==> src/rtl/rect_draw_arbiter.sv <==
// Round-robin arbiter that owns the VGA pixel-write port and rasterises one filled rectangle
// per grant, one pixel per clock, clipping pixels that fall off the screen.
module rect_draw_arbiter #(
   parameter int unsigned NUM_REQ  = 4,
   parameter int unsigned SCREEN_W = 160,
   parameter int unsigned SCREEN_H = 120
) (
   input  logic                 clock,
   input  logic                 resetn,
   input  logic [NUM_REQ-1:0]   req,
   input  logic [8*NUM_REQ-1:0] rect_x,
   input  logic [7*NUM_REQ-1:0] rect_y,
   input  logic [8*NUM_REQ-1:0] rect_w,
   input  logic [7*NUM_REQ-1:0] rect_h,
   input  logic [3*NUM_REQ-1:0] rect_colour,
   output logic [NUM_REQ-1:0]   grant,
   output logic [NUM_REQ-1:0]   done,
   output logic                 busy,
   output logic [7:0]           x,
   output logic [6:0]           y,
   output logic [2:0]           colour,
   output logic                 plot
);

   localparam int unsigned IdxW = (NUM_REQ > 1) ? $clog2(NUM_REQ) : 1;
   localparam logic [8:0]  ScrW = 9'(SCREEN_W);
   localparam logic [7:0]  ScrH = 8'(SCREEN_H);

   typedef enum logic [1:0] {StIdle, StDraw, StDone} state_e;

   state_e              state_q, state_d;
   logic [IdxW-1:0]     owner_q, owner_d;
   logic [IdxW-1:0]     last_q, last_d;
   logic [7:0]          rx_q, rx_d;
   logic [6:0]          ry_q, ry_d;
   logic [7:0]          rw_q, rw_d;
   logic [6:0]          rh_q, rh_d;
   logic [2:0]          rcol_q, rcol_d;
   logic [7:0]          cx_q, cx_d;
   logic [6:0]          cy_q, cy_d;
   logic [NUM_REQ-1:0]  grant_q, grant_d;
   logic [NUM_REQ-1:0]  done_q, done_d;
   logic                busy_q, busy_d;
   logic                plot_q, plot_d;
   logic [7:0]          x_q, x_d;
   logic [6:0]          y_q, y_d;
   logic [2:0]          colour_q, colour_d;

   logic                found;
   logic [IdxW-1:0]     win;
   logic [8:0]          px;
   logic [7:0]          py;

   // First set request after the last winner, wrapping back round to it.
   always_comb begin
      found = 1'b0;
      win   = last_q;
      for (int k = 1; k <= int'(NUM_REQ); k++) begin
         if (!found && req[(int'(last_q) + k) % int'(NUM_REQ)]) begin
            found = 1'b1;
            win   = IdxW'((int'(last_q) + k) % int'(NUM_REQ));
         end
      end
   end

   always_comb begin
      state_d = state_q;
      owner_d = owner_q;
      last_d  = last_q;
      rx_d    = rx_q;
      ry_d    = ry_q;
      rw_d    = rw_q;
      rh_d    = rh_q;
      rcol_d  = rcol_q;
      cx_d    = cx_q;
      cy_d    = cy_q;
      case (state_q)
         StIdle: begin
            if (found) begin
               owner_d = win;
               last_d  = win;
               rx_d    = rect_x[8*int'(win) +: 8];
               ry_d    = rect_y[7*int'(win) +: 7];
               rw_d    = rect_w[8*int'(win) +: 8];
               rh_d    = rect_h[7*int'(win) +: 7];
               rcol_d  = rect_colour[3*int'(win) +: 3];
               cx_d    = 8'd0;
               cy_d    = 7'd0;
               state_d = (rw_d == 8'd0 || rh_d == 7'd0) ? StDone : StDraw;
            end
         end
         StDraw: begin
            if (cx_q == rw_q - 8'd1) begin
               cx_d = 8'd0;
               cy_d = cy_q + 7'd1;
               if (cy_q == rh_q - 7'd1) state_d = StDone;
            end else begin
               cx_d = cx_q + 8'd1;
            end
         end
         StDone:  state_d = StIdle;
         default: state_d = StIdle;
      endcase
   end

   // Outputs are precomputed from next state so they register with no extra latency.
   always_comb begin
      px       = {1'b0, rx_d} + {1'b0, cx_d};
      py       = {1'b0, ry_d} + {1'b0, cy_d};
      busy_d   = (state_d != StIdle);
      grant_d  = '0;
      done_d   = '0;
      if (busy_d) grant_d[owner_d] = 1'b1;
      if (state_d == StDone) done_d[owner_d] = 1'b1;
      plot_d   = (state_d == StDraw) && (px < ScrW) && (py < ScrH);
      x_d      = plot_d ? px[7:0] : 8'd0;
      y_d      = plot_d ? py[6:0] : 7'd0;
      colour_d = plot_d ? rcol_d : 3'd0;
   end

   always_ff @(posedge clock or negedge resetn) begin
      if (!resetn) begin
         state_q  <= StIdle;
         owner_q  <= '0;
         last_q   <= IdxW'(NUM_REQ - 1);
         rx_q     <= '0;
         ry_q     <= '0;
         rw_q     <= '0;
         rh_q     <= '0;
         rcol_q   <= '0;
         cx_q     <= '0;
         cy_q     <= '0;
         grant_q  <= '0;
         done_q   <= '0;
         busy_q   <= 1'b0;
         plot_q   <= 1'b0;
         x_q      <= '0;
         y_q      <= '0;
         colour_q <= '0;
      end else begin
         state_q  <= state_d;
         owner_q  <= owner_d;
         last_q   <= last_d;
         rx_q     <= rx_d;
         ry_q     <= ry_d;
         rw_q     <= rw_d;
         rh_q     <= rh_d;
         rcol_q   <= rcol_d;
         cx_q     <= cx_d;
         cy_q     <= cy_d;
         grant_q  <= grant_d;
         done_q   <= done_d;
         busy_q   <= busy_d;
         plot_q   <= plot_d;
         x_q      <= x_d;
         y_q      <= y_d;
         colour_q <= colour_d;
      end
   end

   assign grant  = grant_q;
   assign done   = done_q;
   assign busy   = busy_q;
   assign plot   = plot_q;
   assign x      = x_q;
   assign y      = y_q;
   assign colour = colour_q;

endmodule

==> config.mk <==
export PLATFORM = sky130hd
export DESIGN_NAME = rect_draw_arbiter
export DESIGN_NICKNAME = d
export VERILOG_FILES = /design/src/rtl/rect_draw_arbiter.sv
export SDC_FILE = /design/constraint.sdc
export NUM_CORES = 1
export LEC_CHECK = 0
export BUFFER_PORTS_ARGS = -buffer_cell sky130_fd_sc_hd__buf_4
export CAP_MARGIN = 20
export CORE_MARGIN = 1.5
export CORE_UTILIZATION = 56
export CTS_CLUSTER_SIZE = 28
export DETAILED_ROUTE_END_ITERATION = 7
export GPL_TIMING_DRIVEN = 0
export PLACE_DENSITY = 0.86
export SETUP_SLACK_MARGIN = 0.2
export SLEW_MARGIN = 20
export SYNTH_ARGS = -nofsm -noshare
export SYNTH_HDL_FRONTEND = slang
export SYNTH_SLANG_ARGS = --single-unit
==> constraint.sdc <==
create_clock -name clock -period 9.55 [get_ports clock]
set_input_delay 0 -clock clock [delete_from_list [all_inputs] [get_ports clock]]
set_output_delay 0 -clock clock [all_outputs]
set_load 0.01 [all_outputs]
# == Word level (Yosys, flattened, before mapping) ==
# Index checks and enable logic that the tools add are counted.
# word_totals
ff_bits,82
inputBits,138
output_inout_bits,28
word_cells,116
# op_classes
addsub,10
n_mul,2
order_cmp,8
eq_ne,5
n_shift,5
muxes,46
n_bitwise,4
reduce_logical,19
# op_table
operator,n
$shiftx A32 B6 Y8,2
$mux W8,5
$mux W7,5
$shiftx A28 B32 Y7,1
$shiftx A28 B6 Y7,1
$mux W2,10
$lt A3 B4 Y1 const B,4
$pmux W8 S2,1
$pmux W7 S2,1
$mux W1,13
$shiftx A12 B5 Y3,1
$add A8 B8 Y9,1
$lt A9 B8 Y1 const B,1
$mux W3,3
$add A7 B7 Y8,1
$add A8 B1 Y8 const B,1
$bmux W1 S2,4
$eq A8 B8 Y1,1
$logic_not A8 Y1,1
$lt A8 B7 Y1 const B,1
$mux W4,2
$reduce_or A2 Y1,4
$sub A8 B1 Y8 const B,1
$add A7 B1 Y7 const B,1
other kinds (20),33

# == Longest topological paths before layout ==
# logic_depth
word_depth,27
ltp_mapped,22
ltp_nobuf,19

# == Worst setup path after synthesis ==
# No wires, ideal clock.
# synth_timing
path_kind,flip-flop to flip-flop
from,register last_q[1]
to,"register x_q[2], in the netlist x[2]"
t_arrival_ns,4.609
t_required_ns,9.422
slack_ns,4.813
path_stages_with_launch,22
path_cell_list,dfstp_2 mux2_2 o221a_2 buf_2 buf_2 buf_4 clkbuf_1 clkbuf_1 nand2_1 nand3_1 o21ai_0 o21ai_0 ha_1 inv_1 fa_1 o21ai_0 o21ai_0 o41ai_2 nor4b_2 a2111oi_4 buf_6 nor3_1
# synth_rtl
element,line,source
from (decl),33,"logic [IdxW-1:0] last_q, last_d;"
from (signal assigned),125,last_q <= IdxW'(NUM_REQ - 1);
from (signal assigned),143,last_q <= last_d;
$add A2 B1 Y2,"59, 61",
$bmux W1 S2,59,if (!found && req[(int'(last_q) + k) % int'(NUM_REQ)]) begin
$mux W1 (implied by the code) (2 in a row),59,
$mux W1,59,
$logic_not A1 Y1,59,
$logic_and A1 B1 Y1,59,
$mux W1,59,
$logic_not A1 Y1,59,
[... 6 more ...],--,
$mux W8 *,79,if (found) begin
$mux W8 *,77,case (state_q)
via rx_d[0],34,"logic [7:0] rx_q, rx_d;"
$add A8 B8 Y9 *,108,"px = {1'b0, rx_d} + {1'b0, cx_d};"
$lt A9 B8 Y1,115,plot_d = (state_d == StDraw) && (px < ScrW) && (py < ScrH);
$logic_and A1 B1 Y1 (2 in a row),115,
$mux W8 *,116,x_d = plot_d ? px[7:0] : 8'd0;
via x_d[2],45,"logic [7:0] x_q, x_d;"
to (signal assigned),137,x_q <= '0;
to (signal assigned),155,x_q <= x_d;
to (decl),45,
# Mark *: on every way through the listed nets, which the timed path passes. The rest lies on a longest branch. The select of a mux whose other input is x is not followed.
# A chain may end at the register's enable or synchronous reset.

# == Final worst setup path ==
# layout_timing
from,register last_q[1]
to,"register x_q[4], in the netlist x[4]"
# The elaborated chain is that of the path after synthesis.

==> summary.txt <==
Setup path
  • Type of origin of the critical path: flop
  • Register-to-Register Setup Slack: 3.78 ns
  • Type of element capturing the critical path: flop
  • Data arrival time of the critical path: 6.00 ns
  • Worst R2R Start: last_q[1]$_DFFE_PN1P_
  • Startpoint-to-endpoint class of the critical path: reg2reg
  • Endpoint of the worst-slack reg-to-reg timing path: x[4]$_DFF_PN0_
  • Highest net fanout along the worst path: 10
  • Worst reg2reg path depth: 21
  • Required time reported for the critical path endpoint: 9.77 ns

Logic synthesis
  • Area share of xor/xnor cells in the synthesized design: 0.0667
  • Cell types with the highest counts after synthesis: nand2_1 (169), dfrtp_1 (80), o21ai_0 (56)
  • Share of async-settable or async-resettable flops after synthesis: 1.00
  • Net count after synthesis: 792
  • Post-synthesis compound-gate area fraction: 0.167
  • Number of distinct library cell variants in the gate-level netlist after synthesis: 68
  • Cell area after technology mapping: 5440 um2
  • Combinational family with the most area after synthesis: simple AND/OR/NAND/NOR gates
  • Most used standard cell by instance count after synthesis: nand2_1
  • Top cell type's share of synthesized area: 0.368
  • Synthesized flop and latch total: 82
  • Simple-gate portion of the synthesized area: 0.242
  • Post-Synth Adder-Cell Area: 0.0511
  • Cell types with the largest area share after synthesis: dfrtp_1 (37%), nand2_1 (12%), o21ai_0 (5.2%)
  • Synthesized area divided by synthesized cell count: 8.59 um2
  • Cell taking the most area after synthesis: dfrtp_1
  • Post-synth EDFFs: 0
  • Synth warn: 0
  • Sequential-to-total area share from yosys stat: 0.378
  • Multiplexer fraction of the synthesized cell area: 0.0548
  • Post-Syn Instances: 633
  • Most used DFF post-synth: dfrtp_1

Power and ir drop
  • Power per cell area: 373 nW/um2
  • Overall Power: 2.62 mW
  • Worst VDD drop: 0.000373 V
  • Leakage: 3.40 nW

Min path
  • Hold EP: rx_q[4]$_DFF_PN0_
  • Origin of the worst min-delay path: rect_x[12]
  • Count of cells along the worst hold path: 3
  • Min-Delay Path Class: in2reg

STA
  • Fraction of the cycle the final worst path needs: 0.605
  • Unrepaired setup endpoints after global routing: false
  • Max Clock Freq: 173 MHz
  • Max Transition Viols Final: 0
  • Slew headroom: 0.292
  • Final-report setup violation count: 0
  • Post-Route Skew: 0.00928 ns
  • Final Critical Period: 5.77 ns
  • Worst-margin pin slew: 1.05 ns
  • Count of final hold-check violations: 0
  • TNS Setup: 0 ns

Clock tree
  • Clock net sink count: 82
  • Reg clk slew, reported paths: 0.08 ns
  • CTS max path bufs: 2
  • Cts hold-fix bufs: 1
  • Cells resized by post-CTS repair: 0
  • Setup Buffers After CTS: 0
  • CTS H-tree depth: 3
  • CTS root buf: clkbuf_8
  • Clock latency on the worst-skew pair: 0.35 ns
  • TritonCTS clock tree: done
  • TritonCTS buffer count: 9

GRT
  • GR Util met3: 0.0442
  • Pin count of the biggest net entering global routing: 83
  • Overall overflow remaining after global route: 0
  • GRT met2 Usage: 0.530
  • Global-route usage over all layers: 0.298
  • Busiest grt layer: met2
  • First-pass GRT wire length: 24,100 um
  • Vias in the first global route: 5,338
  • Global Route met1 Usage: 0.373
  • Number of antenna violations at the first check in global routing: 0

Final layout
  • Number of antenna cells inserted: 0
  • Number of nets in the finished design: 969
  • Layout overhead on the synthesized area: 29.4%
  • # fillers: 705
  • Ratio of cells with drive above 1 in the final layout: 0.268

Floorplan
  • Die Ht: 102 um
  • Ports placed on the boundary: 166
  • Die area: 10,300 um2
  • Initial core utilization: 0.583
  • Chip Width: 102 um
  • Floorplan row count: 35
  • Area of the core region: 9330 um2

Detailed routing
  • Residual DRC: 0
  • Vias per Instance: 5.73
  • Total wire length: 15,100 um
  • Mean routed wirelength per cell: 16.1 um
  • Router iterations before antenna repair: 7
  • Total via count in the routed design: 5,404
  • DR iter-0 viols: 293
  • Remaining number of nets flagged by the antenna check after routing: 0

Flow run
  • Max Cap Viol: 0

Place
  • Number of I/O port buffers: 165
  • Detailed-placement wirelength estimate: 11,700 um
  • Weighted congestion at the end of routability-driven global placement: 0.879

Outcome
  • Run status: finished clean
-- cell type report --
| cell class | count | area [um2] | share of cell area |
|---|---|---|---|
| sequential | 82 | 2050 | 0.292 |
| buffer | 29 | 124 | 0.0176 |
| multi-input combinational | 497 | 3160 | 0.450 |
| timing repair buffer | 166 | 1250 | 0.178 |
| tap | 129 | 161 | 0.0229 |
| inverter | 25 | 93.8 | 0.0133 |
| clock buffer | 10 | 128 | 0.0181 |
| clock inverter | 5 | 56.3 | 0.00800 |
-- cell families after synthesis --
kind of cell	Yosys count
AO/OA/AOI/OAI	129
XOR/XNOR	39
adder cells (fa/ha/maj)	21
multiplexers	18
buffers and inverters	54
flip-flops	82
AND/OR/NAND/NOR	290
-- layout by cell type (no fill, tap or decap), types with 3 or more instances in the layout --
cell type and instances:
dfrtp_1 80, o22ai_1 4, nand3_1 23, inv_1 25, a32o_1 3, xor2_1 17
buf_1 3, clkbuf_8 9, buf_2 3, mux2_2 3, nand2_1 169, or3_1 3
clkbuf_1 22, and3_1 3, nand4_1 3, nand3b_1 4, buf_4 165, nor4_1 8
o21ai_0 56, a32oi_1 5, a31oi_1 5, nor3_1 24, mux2i_1 5, mux4_2 9
xnor2_1 20, nand2b_1 5, a21oi_1 20, a21o_1 7, ha_1 19, nor3b_1 9
a211oi_1 3, nor2_1 26
-- power by group --
group	internal, mW	leakage, nW	total [mW]	switching [mW]
Sequential	0.508	1.02	0.628	0.120
Clock	0.119	0.0921	0.239	0.120
Combinational	0.722	2.29	1.75	1.03
-- through the flow --
stage / utilization / cell area, um2 / hold slack, ns / setup slack [ns] / cells
2_1_floorplan: - / 5440 / -0.296 / 4.81 / 633
3_3_place_gp: 0.733 / 6840 / 0.220 / 3.91 / 927
3_5_place_dp: 0.733 / 6840 / 0.244 / 3.77 / 927
4_1_cts: 0.754 / 7030 / 0.0425 / 3.74 / 943
5_1_grt: 0.754 / 7030 / 0.0845 / 3.35 / 943
6_report: 0.754 / 7030 / 0.0502 / 3.78 / 943
-- layer usage --
metal / part of all wire / up-vias
li1: - / 2569
met1: 0.42 / 2590
met2: 0.50 / 218
met3: 0.061 / 27
met4: 0.018 / 0
met5: 0 / -
-- sequential cells by signal, summed over array words and instances (netlist names), 3 cells and up, named ones only --
register / flops
cx_q: 8
rw_q: 8
rx_q: 8
x: 8
rh_q: 7
ry_q: 7
y: 7
cy_q: 6
done: 4
grant: 4
colour: 3
rcol_q: 3
-- worst max-delay path by stage --
stage | cells after the start | slack (ns) | to | startpoint
floorplan | 21 | 4.81 | x[2]$_DFF_PN0_ | last_q[1]$_DFFE_PN1P_
global placement | 21 | 3.91 | x[4]$_DFF_PN0_ | last_q[0]$_DFFE_PN1P_
detailed placement | 21 | 3.77 | x[4]$_DFF_PN0_ | last_q[1]$_DFFE_PN1P_
CTS | 21 | 3.74 | x[4]$_DFF_PN0_ | last_q[1]$_DFFE_PN1P_
global route | 21 | 3.35 | x[4]$_DFF_PN0_ | last_q[1]$_DFFE_PN1P_
finish | 21 | 3.78 | x[4]$_DFF_PN0_ | last_q[1]$_DFFE_PN1P_
-- critical path, stage by stage (launching register included) --
cell,delay [ns]
dfstp_2,0.60
mux2_2,0.22
o221a_2,0.22
buf_2,0.28
buf_2,0.30
buf_4,0.21
clkbuf_1,0.45
clkbuf_1,0.39
nand2_1,0.10
nand3_1,0.09
o21ai_0,0.09
o21ai_0,0.36
ha_1,0.24
inv_1,0.05
fa_1,0.39
o21ai_0,0.14
o21ai_0,0.18
o41ai_2,0.41
nor4b_2,0.12
a2111oi_4,0.50
buf_6,0.22
nor3_1,0.06
(Power assumes the default switching activity.)
